===== src/rtl/div_pkg.sv =====
// Shared types and constants for the sequential divider.
package div_pkg;

  typedef enum logic [2:0] {
    ST_IDLE,
    ST_PREP,
    ST_RUN,
    ST_FIX,
    ST_DONE
  } div_state_e;

  localparam int DIV_ITERS = 32;
  localparam int DIV_CNT_W = $clog2(DIV_ITERS + 1);

endpackage


===== src/rtl/div_step.sv =====
// One combinational restoring shift-subtract iteration.
// dvd_next has a zero shifted in; the caller merges q_bit into bit 0.
module div_step #(
  parameter int WIDTH = 32
) (
  input  logic [WIDTH-1:0] rem,
  input  logic [WIDTH-1:0] dvd,
  input  logic [WIDTH-1:0] dvs,
  output logic [WIDTH-1:0] rem_next,
  output logic [WIDTH-1:0] dvd_next,
  output logic             q_bit
);

  logic [WIDTH:0]   rem_ext;
  logic [WIDTH-1:0] diff;

  assign rem_ext = {rem, dvd[WIDTH-1]};
  assign q_bit   = (rem_ext >= {1'b0, dvs});
  // When the subtract succeeds the true difference is below dvs, so the low bits suffice.
  assign diff     = rem_ext[WIDTH-1:0] - dvs;
  assign rem_next = q_bit ? diff : rem_ext[WIDTH-1:0];
  assign dvd_next = {dvd[WIDTH-2:0], 1'b0};

endmodule


===== src/rtl/div_seq.sv =====
// Multi-cycle restoring divider for DIV/DIVU with pipeline stall and flush.
// Optional macro DIV_ZERO_FASTPATH_EN: divide-by-zero skips the iteration phase.
module div_seq
  import div_pkg::*;
#(
  parameter int WIDTH = 32
) (
  input  logic               clk,
  input  logic               rst,
  input  logic               start,
  input  logic               sign,
  input  logic [WIDTH-1:0]   opa,
  input  logic [WIDTH-1:0]   opb,
  input  logic               flush,
  output logic               stall_div,
  output logic               busy,
  output logic [2*WIDTH-1:0] result,
  output logic               result_valid
);

  localparam logic [DIV_CNT_W-1:0] LAST_ITER = DIV_CNT_W'(WIDTH - 1);

  div_state_e           state_q, state_d;
  logic [DIV_CNT_W-1:0] cnt_q, cnt_d;
  logic [WIDTH-1:0]     dvd_q, dvd_d;
  logic [WIDTH-1:0]     dvs_q, dvs_d;
  logic [WIDTH-1:0]     rem_q, rem_d;
  logic                 sign_q, sign_d;
  logic                 quo_neg_q, quo_neg_d;
  logic                 rem_neg_q, rem_neg_d;
  logic [2*WIDTH-1:0]   result_q, result_d;

  logic [WIDTH-1:0] step_rem;
  logic [WIDTH-1:0] step_dvd;
  logic             step_q;
  logic [WIDTH-1:0] dvd_abs;
  logic [WIDTH-1:0] dvs_abs;

  div_step #(
    .WIDTH(WIDTH)
  ) u_step (
    .rem      (rem_q),
    .dvd      (dvd_q),
    .dvs      (dvs_q),
    .rem_next (step_rem),
    .dvd_next (step_dvd),
    .q_bit    (step_q)
  );

  assign dvd_abs = (sign_q && dvd_q[WIDTH-1]) ? -dvd_q : dvd_q;
  assign dvs_abs = (sign_q && dvs_q[WIDTH-1]) ? -dvs_q : dvs_q;

  always_comb begin
    state_d   = state_q;
    cnt_d     = cnt_q;
    dvd_d     = dvd_q;
    dvs_d     = dvs_q;
    rem_d     = rem_q;
    sign_d    = sign_q;
    quo_neg_d = quo_neg_q;
    rem_neg_d = rem_neg_q;
    result_d  = result_q;

    case (state_q)
      ST_IDLE: begin
        if (start && !flush) begin
          dvd_d   = opa;
          dvs_d   = opb;
          sign_d  = sign;
          state_d = ST_PREP;
        end
      end
      ST_PREP: begin
        dvd_d     = dvd_abs;
        dvs_d     = dvs_abs;
        quo_neg_d = sign_q & (dvd_q[WIDTH-1] ^ dvs_q[WIDTH-1]);
        rem_neg_d = sign_q & dvd_q[WIDTH-1];
        rem_d     = '0;
        cnt_d     = '0;
        state_d   = ST_RUN;
`ifdef DIV_ZERO_FASTPATH_EN
        // Preload exactly what 32 iterations against a zero divisor would leave behind.
        if (dvs_q == '0) begin
          rem_d   = dvd_abs;
          dvd_d   = '1;
          state_d = ST_FIX;
        end
`endif
      end
      ST_RUN: begin
        rem_d = step_rem;
        dvd_d = step_dvd | {{(WIDTH-1){1'b0}}, step_q};
        cnt_d = cnt_q + 1'b1;
        if (cnt_q == LAST_ITER) begin
          state_d = ST_FIX;
        end
      end
      ST_FIX: begin
        result_d = {(rem_neg_q ? -rem_q : rem_q), (quo_neg_q ? -dvd_q : dvd_q)};
        state_d  = ST_DONE;
      end
      ST_DONE: begin
        state_d = ST_IDLE;
      end
      default: begin
        state_d = ST_IDLE;
      end
    endcase

    // A flush abandons the operation and must never disturb the last result.
    if (flush && (state_q != ST_IDLE)) begin
      state_d  = ST_IDLE;
      result_d = result_q;
    end
  end

  always_ff @(posedge clk or posedge rst) begin
    if (rst) begin
      state_q   <= ST_IDLE;
      cnt_q     <= '0;
      dvd_q     <= '0;
      dvs_q     <= '0;
      rem_q     <= '0;
      sign_q    <= 1'b0;
      quo_neg_q <= 1'b0;
      rem_neg_q <= 1'b0;
      result_q  <= '0;
    end else begin
      state_q   <= state_d;
      cnt_q     <= cnt_d;
      dvd_q     <= dvd_d;
      dvs_q     <= dvs_d;
      rem_q     <= rem_d;
      sign_q    <= sign_d;
      quo_neg_q <= quo_neg_d;
      rem_neg_q <= rem_neg_d;
      result_q  <= result_d;
    end
  end

  // Low in DONE so EX/MEM can capture the result.
  assign stall_div    = ~flush & (((state_q == ST_IDLE) & start) |
                                  (state_q inside {ST_PREP, ST_RUN, ST_FIX}));
  assign busy         = (state_q != ST_IDLE);
  assign result_valid = (state_q == ST_DONE);
  assign result       = result_q;

endmodule

===== config.mk =====
export PLATFORM = sky130hd
export DESIGN_NAME = div_seq
export DESIGN_NICKNAME = d
export VERILOG_FILES = /design/src/rtl/div_pkg.sv /design/src/rtl/div_step.sv /design/src/rtl/div_seq.sv
export SDC_FILE = /design/constraint.sdc
export NUM_CORES = 1
export LEC_CHECK = 0
export BUFFER_PORTS_ARGS = -buffer_cell sky130_fd_sc_hd__buf_2
export CORE_MARGIN = 10
export CORE_UTILIZATION = 40
export DETAILED_ROUTE_END_ITERATION = 8
export PLACE_DENSITY = 0.56
export SYNTH_ARGS = -nofsm -noshare
export SYNTH_HDL_FRONTEND = slang
export SYNTH_HIERARCHICAL = 1
export SYNTH_SLANG_ARGS = --single-unit
export TNS_END_PERCENT = 50

===== constraint.sdc =====
create_clock -name clk -period 14 [get_ports clk]
set_input_delay 0.7 -clock clk [delete_from_list [all_inputs] [get_ports clk]]
set_output_delay 0.7 -clock clk [all_outputs]
set_load 0.01 [all_outputs]

==> results of run 1 <==
==> area by class of cell <==
cell class | instances | share of cell area
Tap cell | 390 | 0.03660
Sequential cell | 172 | 0.3228
Timing Repair Buffer | 146 | 0.05686
Inverter | 61 | 0.01755
Multi-Input combinational cell | 1039 | 0.5218
Clock inverter | 12 | 0.01042
Clock buffer | 19 | 0.03397
==> stage by stage <==
step           utilization  setup WS (ns)  hold WS (ns)  power [mW]
2_1_floorplan            -          8.640        0.4453       1.300
3_3_place_gp        0.4276          10.43        0.4586       1.492
3_5_place_dp        0.4276          10.37        0.4651       1.503
4_1_cts             0.4475          10.33        0.4108       1.997
5_1_grt             0.4475          10.06        0.4238       2.133
6_report            0.4475          10.28        0.4272       1.985
==> report_power, final <==
| group | switching (mW) | internal [mW] | leakage (nW) |
|---|---|---|---|
| Clock | 0.217 | 0.273 | 0.278 |
| Combinational | 0.422 | 0.279 | 3.52 |
| Sequential | 0.179 | 0.613 | 2.25 |
==> kinds of logic after synthesis <==
logic type	Yosys count	synth area share
XOR/XNOR	89	0.06434
multiplexers	40	0.03904
AO/OA/AOI/OAI	430	0.2400
flip-flops	172	0.3553
buffers and inverters	186	0.07353
other	1	0.0003095
AND/OR/NAND/NOR	442	0.1887
adder cells (fa/ha/maj)	37	0.03883
==> sequential cells by signal (all words and copies together) (netlist names) <==
register,cells
result,64
dvd_q,32
dvs_q,32
rem_q,32
cnt_q,6
state_q,3
quo_neg_q,1
rem_neg_q,1
sign_q,1
==> worst register-to-register path, cell delays in order (launching register included) <==
cell and delay, ns:
dfrtp_1 0.43, inv_1 0.10, ha_1 0.41, nand4_1 0.21, nor3_1 0.34, o211ai_1 0.18
nor4b_4 0.18, o21ai_2 0.17, a31oi_4 0.13, o21a_4 0.26, inv_2 0.55, mux2_2 0.42
a22o_1 0.21
==> worst paths after layout <==
path                            slack (ns)                   start                endpoint
worst max-delay path                 10.28   dvs_q[11]$_DFFE_PP0N_   rem_q[12]$_DFFE_PP0N_
worst min-delay path                  0.43                     rst  result[14]$_DFFE_PP0P_
worst max register to register       10.28   dvs_q[11]$_DFFE_PP0N_   rem_q[12]$_DFFE_PP0N_
worst min register to register        0.47  result[49]$_DFFE_PP0P_  result[49]$_DFFE_PP0P_
max in group asynchronous            11.91                     rst   dvs_q[17]$_DFFE_PP0N_
min in group clk                      0.43                   flush  state_q[1]$_DFFE_PP0P_
==> synth_stat cells (all sizes together) (13+ instances only) <==
cell type  number  share of area
nand4          22          0.012
mux2           31          0.032
o21ai         161          0.067
nor4           36          0.024
a21o           13         0.0081
o41ai          13         0.0094
xnor2          25          0.018
nor3           37          0.017
a22o           35          0.025
inv            61          0.019
nand2         151          0.047
dfrtp         172           0.36
o31ai          24          0.015
buf            55          0.030
clkbuf         70          0.024
a21oi          55          0.023
a222oi         20          0.017
nor2           79          0.025
o22ai          13         0.0067
a22oi          13         0.0081
xor2           64          0.046
or3            22          0.012
nand3          38          0.016
ha             36          0.037
==> per-layer routing <==
metal,global-route usage,up-vias
li1,-,5207
met1,0.2765,4948
met2,0.2462,283
met3,0.04080,27
met4,0.04316,4
met5,0,-
==> results.py, run 1 <==
metrics = {
    "clocking": {
        "clkTransAtPathRegs_ns": 0.07,
        "root_buffer": "clkbuf_16",
        "cts_buffer_depth": 2,
        "cts_tree": "done",
        "clkSinkCount": 172,
        "cts.htree.levels": 4,
        "hold_buffers": 0,
        "clk_latency_ns": 0.44,
        "cts_setup_buffers": 0,
        "cts_made_buffers": 17,
        "cts_resized": 0,
    },
    "floorplanning": {
        "die_width_um": 194.0,
        "num_rows": 63,
        "core_sq_mm": 0.02980,
        "die-area_sq_mm": 0.03765,
        "die_y_um": 194.0,
        "initial_core_util": 0.4066,
        "ios": 136,
    },
    "drt": {
        "drt_iter0_markers": 953,
        "drtPass1Iterations": 6,
        "avgRoutedWirePerCell_um": 19.04,
        "met1Wirelength_um": 18410,
        "ant_nets": 0,
        "wl_met3_um": 1912,
        "drt_wl_total_um": 35010,
        "drc_errors": 0,
        "route.met2.wl_um": 14270,
        "top_layer_used": "met5",
        "vias_per_cell": 5.693,
        "route.vias.total": 10470,
    },
    "critical_path": {
        "cp-end-kind": "flop",
        "critPathKind": "flop to flop",
        "critical_path_depth": 12,
        "worstPathMaxFanout": 29,
        "slowest_delay_ns": 0.55,
        "start_kind": "flop",
        "required_ns": 14.32,
        "cp_slowest_cell": "inv_2",
        "crit_chain": "inv_1 > ha_1 > nand4_1 > nor3_1 > o211ai_1 > nor4b_4 > o21ai_2 > a31oi_4 > o21a_4 > inv_2 > mux2_2 > a22o_1",
        "crit_arrival_ns": 4.04,
        "crit_buf_inv": 2,
        "critical_path.top_delay_family": "compound AO/OA/AOI/OAI gates",
        "reg2reg_depth": 12,
    },
    "synthesis": {
        "synth_ff_type": "dfrtp_1",
        "synth_seq_cells": 172,
        "syn_area_sq_mm": 0.01212,
        "async_reset_ff_frac": 1.000,
        "synth_cell_type_count": 95,
        "synth_edf_count": 0,
        "synth_seq_area_share": 0.3553,
        "ys_warn_count": 6,
        "avgSynthCellArea_sq_um": 8.672,
        "synth_fp_nets": 1503,
        "synthesis.instances": 1397,
    },
    "pwr": {
        "p_per_area_mw_per_mm2": 148.9,
        "power.leakage_nw": 6.041,
        "vdd_drop_max_v": 0.00008692,
    },
    "final_layout": {
        "nFillCells": 3029,
        "nets": 1543,
        "fin_area_sq_mm": 0.01333,
        "drive_gt1_frac": 0.1732,
        "diodes": 0,
        "final_cell_mix": "dfrtp_1 (172), o21ai_0 (156), nand2_1 (150)",
        "seq_area_sq_mm": 0.004304,
        "final_common_cell": "dfrtp_1",
        "stdcell_count": 1839,
        "area_growth_pct": 10.06,
        "multi_input_area_sq_mm": 0.006958,
    },
    "timing": {
        "fmax_mhz": 269.2,
        "worstMarginPinSlew_ns": 1.186,
        "period_share": 0.2654,
        "finalHoldViolCount": 0,
        "finClkSkew_ns": 0.01507,
        "setup_viol": 0,
        "period_minus_slack_ns": 3.715,
        "slew_headroom": 0.2096,
        "rsz0062_at_grt": "no",
        "drv_slew": 0,
        "tns_ns": 0,
    },
    "grt": {
        "grt_pass1_wl_um": 56790,
        "grt_pass1_vias": 10060,
        "antenna_found_initial": 2,
        "grt_usage": 0.1806,
        "globalRouteOverflowTotal": 0,
        "grt_max_degree": 101,
    },
    "place": {
        "numPortBuffers": 135,
        "dp_hpwl_um": 25110,
        "gp_congestion": 0.8729,
        "post_dp_cell_area_sq_mm": 0.01274,
        "dp.cells": 1808,
    },
    "job": {
        "maxCapViolations": 0,
    },
    "run_status": {
        "status": "completed",
    },
    "min_path": {
        "hold_class": "input port to async pin",
    },
}
Power figures use the tool's default switching activity.
==> run 2: changes to the inputs <==
ABC_AREA = 1   (was not set)
PLACE_DENSITY = 0.58   (was 0.56)
clock period = 3 ns   (was 14 ns; I/O delays follow)
==> run 2 against run 1 <==
Net effect:
- wire length grew 32%
- highest routed layer is now met4
- critical endpoint is now rem_q[5]$_DFFE_PP0N_
- total power increased to 7.1 times the previous value
- critical path depth rose by 2
- maximum frequency is 38% higher
==> results.py, run 2 <==
metrics = {
    "run_status": {
        "status": "completed",
    },
    "floorplanning": {
        "num_rows": 67,
        "ios": 136,
        "initial_core_util": 0.4061,
        "core_sq_mm": 0.03362,
        "die_width_um": 204.7,
        "die_y_um": 204.7,
        "die-area_sq_mm": 0.04192,
    },
    "final_layout": {
        "final_cell_mix": "nand2_1 (690), inv_1 (260), nor2_1 (234)",
        "area_growth_pct": 12.99,
        "final_common_cell": "nand2_1",
        "multi_input_area_sq_mm": 0.007702,
        "nFillCells": 3565,
        "drive_gt1_frac": 0.1153,
        "final_util": 0.4589,
        "diodes": 0,
        "largest_reg_flops": 64,
        "seq_area_sq_mm": 0.004304,
        "nets": 2340,
    },
    "min_path": {
        "min_from": "opa[2]",
        "hold_end": "dvd_q[2]$_DFFE_PP0P_",
        "whs_path_depth": 5,
        "hold_class": "input port to flop",
    },
    "critical_path": {
        "reg2reg_depth": 14,
        "cp_common_cell": "nand2_1",
        "slowest_delay_ns": 0.44,
        "crit_arrival_ns": 3.03,
        "critPathKind": "flop to flop",
        "start_kind": "flop",
        "required_ns": 3.34,
        "r2r-start": "dvs_q[27]$_DFFE_PP0N_",
        "worstPathMaxFanout": 35,
        "crit_chain": "inv_1 > ha_1 > buf_4 > nand2_1 > inv_1 > nand2_1 > nand2_1 > a21oi_1 > nand2_1 > nor2_4 > nand2_8 > nand2_1 > nand2_1 > a32o_1",
        "rr_endpoint": "rem_q[5]$_DFFE_PP0N_",
        "cp_slowest_cell": "dfrtp_1",
        "cp-end-kind": "flop",
        "r2r_slack_ns": 0.31,
    },
    "timing": {
        "worstMarginPinSlew_ns": 0.9225,
        "fmax_mhz": 371.2,
        "timing.final.ws_setup_ns": 0.3058,
        "setup_viol": 0,
        "period_minus_slack_ns": 2.694,
        "finClkSkew_ns": 0.01215,
        "period_share": 0.8981,
        "rsz0062_at_grt": "no",
        "tns_ns": 0,
        "drv_slew": 0,
        "finalHoldViolCount": 0,
        "slew_headroom": 0.3837,
        "fin_hold_ws_ns": 0.02061,
    },
    "drt": {
        "drt_iter0_markers": 1298,
        "ant_nets": 0,
        "drtPass1Iterations": 8,
        "drc_errors": 0,
        "drt_wl_total_um": 46330,
        "vias_per_cell": 5.135,
        "avgRoutedWirePerCell_um": 17.19,
        "route.vias.total": 13840,
    },
    "synthesis": {
        "synthesis.instances": 2125,
        "synth_seq_cells": 172,
        "yosys.cell_count.top_type": "nand2_1",
        "synth_edf_count": 0,
        "synth_ff_type": "dfrtp_1",
        "netlist.top_cell.by_area": "dfrtp_1",
        "avgSynthCellArea_sq_um": 6.424,
        "async_reset_ff_frac": 1.000,
        "synth_cell_type_count": 52,
        "ys_warn_count": 6,
        "ys_top_cells_by_area": "dfrtp_1 (32%), nand2_1 (19%), inv_1 (7.2%)",
        "synthTopCellsByCount": "nand2_1 (690), inv_1 (262), nor2_1 (235)",
        "syn_area_sq_mm": 0.01365,
        "synthDominantCellAreaShare": 0.3153,
        "synth_fp_nets": 2231,
        "synth_seq_area_share": 0.3153,
    },
    "clocking": {
        "cts_buffer_depth": 2,
        "cts_tree": "done",
        "clkTransAtPathRegs_ns": 0.07,
        "cts_made_buffers": 17,
        "root_buffer": "clkbuf_16",
        "cts_resized": 0,
        "clkSinkCount": 172,
        "cts_setup_buffers": 0,
        "clk_latency_ns": 0.45,
        "cts.htree.levels": 4,
    },
    "pwr": {
        "p_per_area_mw_per_mm2": 907.5,
        "power.leakage_nw": 8.123,
        "finalPower_mw": 14.00,
        "vdd_drop_max_v": 0.0005076,
    },
    "grt": {
        "antenna_found_initial": 0,
        "globalRouteOverflowTotal": 0,
        "grt_max_degree": 84,
        "grt_pass1_wl_um": 73340,
        "grt_pass1_vias": 13090,
        "grt_usage": 0.2193,
    },
    "place": {
        "dp_hpwl_um": 35600,
        "gp_congestion": 0.9860,
        "numPortBuffers": 135,
        "post-place-ws_ns": 0.3492,
    },
    "job": {
        "maxCapViolations": 0,
    },
}
==> run 2: cell types whose count changed after synthesis, moves of 23 or more <==
| cell | delta |
|---|---|
| nor3_1 | -25 |
| and2_1 | +23 |
| nand2_1 | +540 |
| a22o_1 | -33 |
| xor2_1 | -27 |
| nand3_1 | +130 |
| a21oi_1 | +41 |
| clkbuf_1 | -41 |
| o31ai_1 | -24 |
| o21ai_0 | -60 |
| nor2_1 | +157 |
| nor4_1 | -29 |
| inv_1 | +202 |
==> run 2: kinds of logic (layout without fill, tap and decap cells) <==
kind of cell	count (synthesis)	count (layout)	share of synthesized area
simple gates	1205	1205	0.3755
buf+inv	371	493	0.1211
compound gates	299	299	0.1278
flops	172	172	0.3153
xor+xnor	40	40	0.02566
fa+ha+maj	37	37	0.03446
other cells	1	1	0.0002747
==> run 2: layout make-up <==
type / instances / area share
repair buffers: 192 / 0.07852
well taps: 448 / 0.03634
flip-flops and latches: 172 / 0.2790
inverters: 269 / 0.06587
clock inverters: 13 / 0.01217
clock buffers: 19 / 0.02872
multi-input cells: 1582 / 0.4994
==> run 2: routing by layer <==
metal  up-vias  part of all wire  wire, um  global-route usage
met1      6449              0.49     22850              0.3224
met5         -                 0         0                   0
met3        43             0.056      2599             0.03064
met4         0             0.019       882             0.06427
met2       399              0.43     20000              0.3244
li1       6947                 -         -                   -
==> run 2: report_power, final <==
group | switching (mW) | internal, mW | total [mW]
clock network | 1.04 | 1.42 | 2.46
registers | 0.968 | 3.23 | 4.20
logic | 4.80 | 2.54 | 7.33
total | 6.81 | 7.19 | 14.0
==> run 2: worst max-delay path: cells and delay by family (launching register included) <==
family | cells | cell delay, ns
buf+inv | 3 | 0.33
flops | 1 | 0.44
compound gates | 2 | 0.37
fa+ha+maj | 1 | 0.30
simple gates | 8 | 1.14
==> run 2: how the worst max path moves through the flow <==
stage                          start                    to  slack [ns]  cells past startpoint
4_1_cts        dvs_q[27]$_DFFE_PP0N_  rem_q[5]$_DFFE_PP0N_        0.33                     14
2_1_floorplan                    rst  cnt_q[0]$_DFFE_PP0N_        0.65                      1
6_report       dvs_q[27]$_DFFE_PP0N_  rem_q[5]$_DFFE_PP0N_        0.31                     14
3_3_place_gp   dvs_q[27]$_DFFE_PP0N_  dvd_q[0]$_DFFE_PP0P_        0.36                     15
3_5_place_dp   dvs_q[27]$_DFFE_PP0N_  rem_q[5]$_DFFE_PP0N_        0.35                     14
5_1_grt        dvs_q[27]$_DFFE_PP0N_  rem_q[6]$_DFFE_PP0N_        0.06                     14
==> run 2: stage by stage <==
stage,cells,cell area [sq um]
2_1_floorplan,2125,13660
3_3_place_gp,2645,14610
3_5_place_dp,2645,14610
4_1_cts,2695,15420
5_1_grt,2695,15420
6_report,2695,15420
==> run 2: timing repair <==
| action | CTS | global route |
|---|---|---|
| hold buffers | 18 | 0 |
| setup endpoints to repair | 0 | 0 |
| hold endpoints to repair | 46 | 0 |
==> run 3: changes to the inputs <==
ABC_AREA = not set   (was 1)
==> run 3 against run 2 <==
Net effect:
- critical endpoint is now rem_q[24]$_DFFE_PP0N_
- final cell count decreased by 26%
- largest power group unchanged
- worst setup slack got worse by 0.20 ns
- maximum frequency decreased by 7.0%
- clock skew increased by 0.0031 ns
- hold slack improved by 0.0057 ns
- sequential power decreased by 17%
- final area decreased by 4.4%
- sequential share of layout area increased by 1.3 points
- first-iteration DRC count decreased by 7.0%
- combinational power decreased by 45%
==> results.py, run 3 (synthesis results as in run 1) <==
metrics = {
    "clocking": {
        "clkSinkCount": 172,
        "cts_tree": "done",
        "root_buffer": "clkbuf_16",
        "clkTransAtPathRegs_ns": 0.07,
        "cts_made_buffers": 17,
        "cts_buffer_depth": 2,
        "cts.htree.levels": 4,
        "clk_latency_ns": 0.45,
    },
    "grt": {
        "grt_max_degree": 130,
        "grt_pass1_vias": 10610,
        "grt_usage": 0.1887,
        "antenna_found_initial": 1,
        "grt_pass1_wl_um": 59280,
        "globalRouteOverflowTotal": 0,
    },
    "final_layout": {
        "stdcell_count": 1984,
        "nFillCells": 2937,
        "largest_reg_flops": 64,
        "final_cell_mix": "dfrtp_1 (171), o21ai_0 (153), nand2_1 (150)",
        "final_common_cell": "dfrtp_1",
        "nets": 1687,
        "drive_gt1_frac": 0.2530,
        "area_growth_pct": 21.67,
        "fin_area_sq_mm": 0.01474,
    },
    "critical_path": {
        "critical_path.top_delay_family": "compound AO/OA/AOI/OAI gates",
        "crit_arrival_ns": 3.22,
        "cp-end-kind": "flop",
        "critical_path_depth": 13,
        "start_kind": "flop",
        "crit_buf_inv": 3,
        "reg2reg_depth": 13,
        "required_ns": 3.32,
        "slowest_delay_ns": 0.40,
        "crit_chain": "inv_2 > ha_4 > nor2b_4 > o2111a_1 > o211ai_1 > nor4b_4 > o21ai_2 > a31oi_4 > o21a_4 > inv_6 > clkbuf_16 > mux2_4 > a22o_1",
        "worstPathMaxFanout": 5,
        "cp_slowest_cell": "dfrtp_1",
        "critPathKind": "flop to flop",
    },
    "drt": {
        "drt_iter0_markers": 1207,
        "avgRoutedWirePerCell_um": 18.52,
        "vias_per_cell": 5.640,
        "drt_wl_total_um": 36740,
        "drc_errors": 0,
        "route.vias.total": 11190,
        "drtPass1Iterations": 6,
        "ant_nets": 0,
    },
    "floorplanning": {
        "die_width_um": 194.0,
        "core_sq_mm": 0.02980,
        "die_y_um": 194.0,
        "initial_core_util": 0.4066,
        "ios": 136,
        "num_rows": 63,
        "die-area_sq_mm": 0.03765,
    },
    "min_path": {
        "hold_class": "input port to flop",
        "whs_path_depth": 3,
    },
    "job": {
        "maxCapViolations": 0,
    },
    "place": {
        "post_dp_cell_area_sq_mm": 0.01373,
        "numPortBuffers": 135,
        "dp.cells": 1927,
        "dp_hpwl_um": 26980,
        "gp_congestion": 0.9256,
    },
    "timing": {
        "finClkSkew_ns": 0.01527,
        "drv_slew": 0,
        "period_share": 0.9655,
        "finalHoldViolCount": 0,
        "worstMarginPinSlew_ns": 0.9085,
        "fmax_mhz": 345.2,
        "period_minus_slack_ns": 2.897,
        "setup_viol": 0,
        "slew_headroom": 0.3943,
    },
    "run_status": {
        "status": "completed",
    },
    "pwr": {
        "power.leakage_nw": 6.779,
        "vdd_drop_max_v": 0.0003411,
        "p_per_area_mw_per_mm2": 663.7,
    },
}
## run 3: cell types whose count changed in the layout (fill, tap and decap cells not counted), moves of 42 or more
| cell | before | now |
|---|---|---|
| inv_1 | 260 | 57 |
| buf_4 | 34 | 128 |
| nand2_1 | 690 | 150 |
| nor2_1 | 234 | 77 |
| nand3_1 | 168 | 37 |
| o21ai_0 | 96 | 153 |
| a21oi_1 | 95 | 53 |
## run 3: stage by stage
stage,total power [mW],setup WS [ns],TNS [ns],hold WS [ns],util
after floorplan,6.068,-0.1351,-1.953,0.2164,-
after global placement,7.356,0.009153,0,0.1481,0.4609
after detailed placement,7.416,-0.04273,-0.5002,0.1494,0.4609
after CTS,9.708,0.002553,0,0.009662,0.4866
after global routing,10.48,-0.01550,-0.03368,0.02934,0.4946
final,9.783,0.1035,0,0.02634,0.4947
## run 3: path summary, 6_finish.rpt
| kind | startpoint | end | slack, ns |
|---|---|---|---|
| setup / recovery | dvs_q[1]$_DFFE_PP0N_ | rem_q[24]$_DFFE_PP0N_ | 0.10 |
| hold / removal | opb[1] | dvs_q[1]$_DFFE_PP0N_ | 0.03 |
| setup reg to reg | dvs_q[1]$_DFFE_PP0N_ | rem_q[24]$_DFFE_PP0N_ | 0.10 |
| hold reg to reg | result[34]$_DFFE_PP0P_ | result[34]$_DFFE_PP0P_ | 0.47 |
| max in group asynchronous | rst | result[43]$_DFFE_PP0P_ | 2.06 |
| min in group asynchronous | rst | result[29]$_DFFE_PP0P_ | 0.24 |
## run 3: where the power goes
part           internal, mW  switching (mW)
combinational          1.71            2.35
clock                  1.21            1.02
sequential             2.87           0.627
total                  5.79            3.99
## run 3: worst reg2reg max path, cell delays in order, from the launching register on
cell,delay [ns]
dfrtp_1,0.40
inv_2,0.08
ha_4,0.20
nor2b_4,0.12
o2111a_1,0.27
o211ai_1,0.23
nor4b_4,0.32
o21ai_2,0.11
a31oi_4,0.15
o21a_4,0.17
inv_6,0.05
clkbuf_16,0.16
mux2_4,0.30
a22o_1,0.22
## run 3: final cells by class
| type | count | area, sq um | share of cell area |
|---|---|---|---|
| Antenna cell | 1 | 2.502 | 0.0001698 |
| Clock buffer | 20 | 466.7 | 0.03166 |
| Clock inverter | 11 | 107.6 | 0.007300 |
| Inverter | 61 | 237.7 | 0.01613 |
| Multi-Input combinational cell | 1039 | 7128 | 0.4836 |
| Sequential cell | 172 | 4305 | 0.2921 |
| Tap cell | 390 | 488.0 | 0.03310 |
| Timing Repair Buffer | 290 | 2004 | 0.1360 |
## run 3: metal layers
metal	vias up	track usage	wire length, um	part of all wire
li1	5492	-	-	-
met1	5340	0.2947	19200	0.52
met2	323	0.2589	15200	0.41
met3	34	0.03354	1951	0.053
met4	0	0.04117	394	0.011
met5	-	0	0	0
## run 3: repair_timing
| action | in CTS | in global routing |
|---|---|---|
| hold buffers | 16 | 0 |
| setup endpoints to repair | 29 | 30 |
| buffers inserted | 1 | 6 |
| gates cloned | 0 | 2 |
| endpoints found under the hold margin | 25 | 0 |
| gates resized for setup | 4 | 32 |
| pin swaps | 2 | 15 |
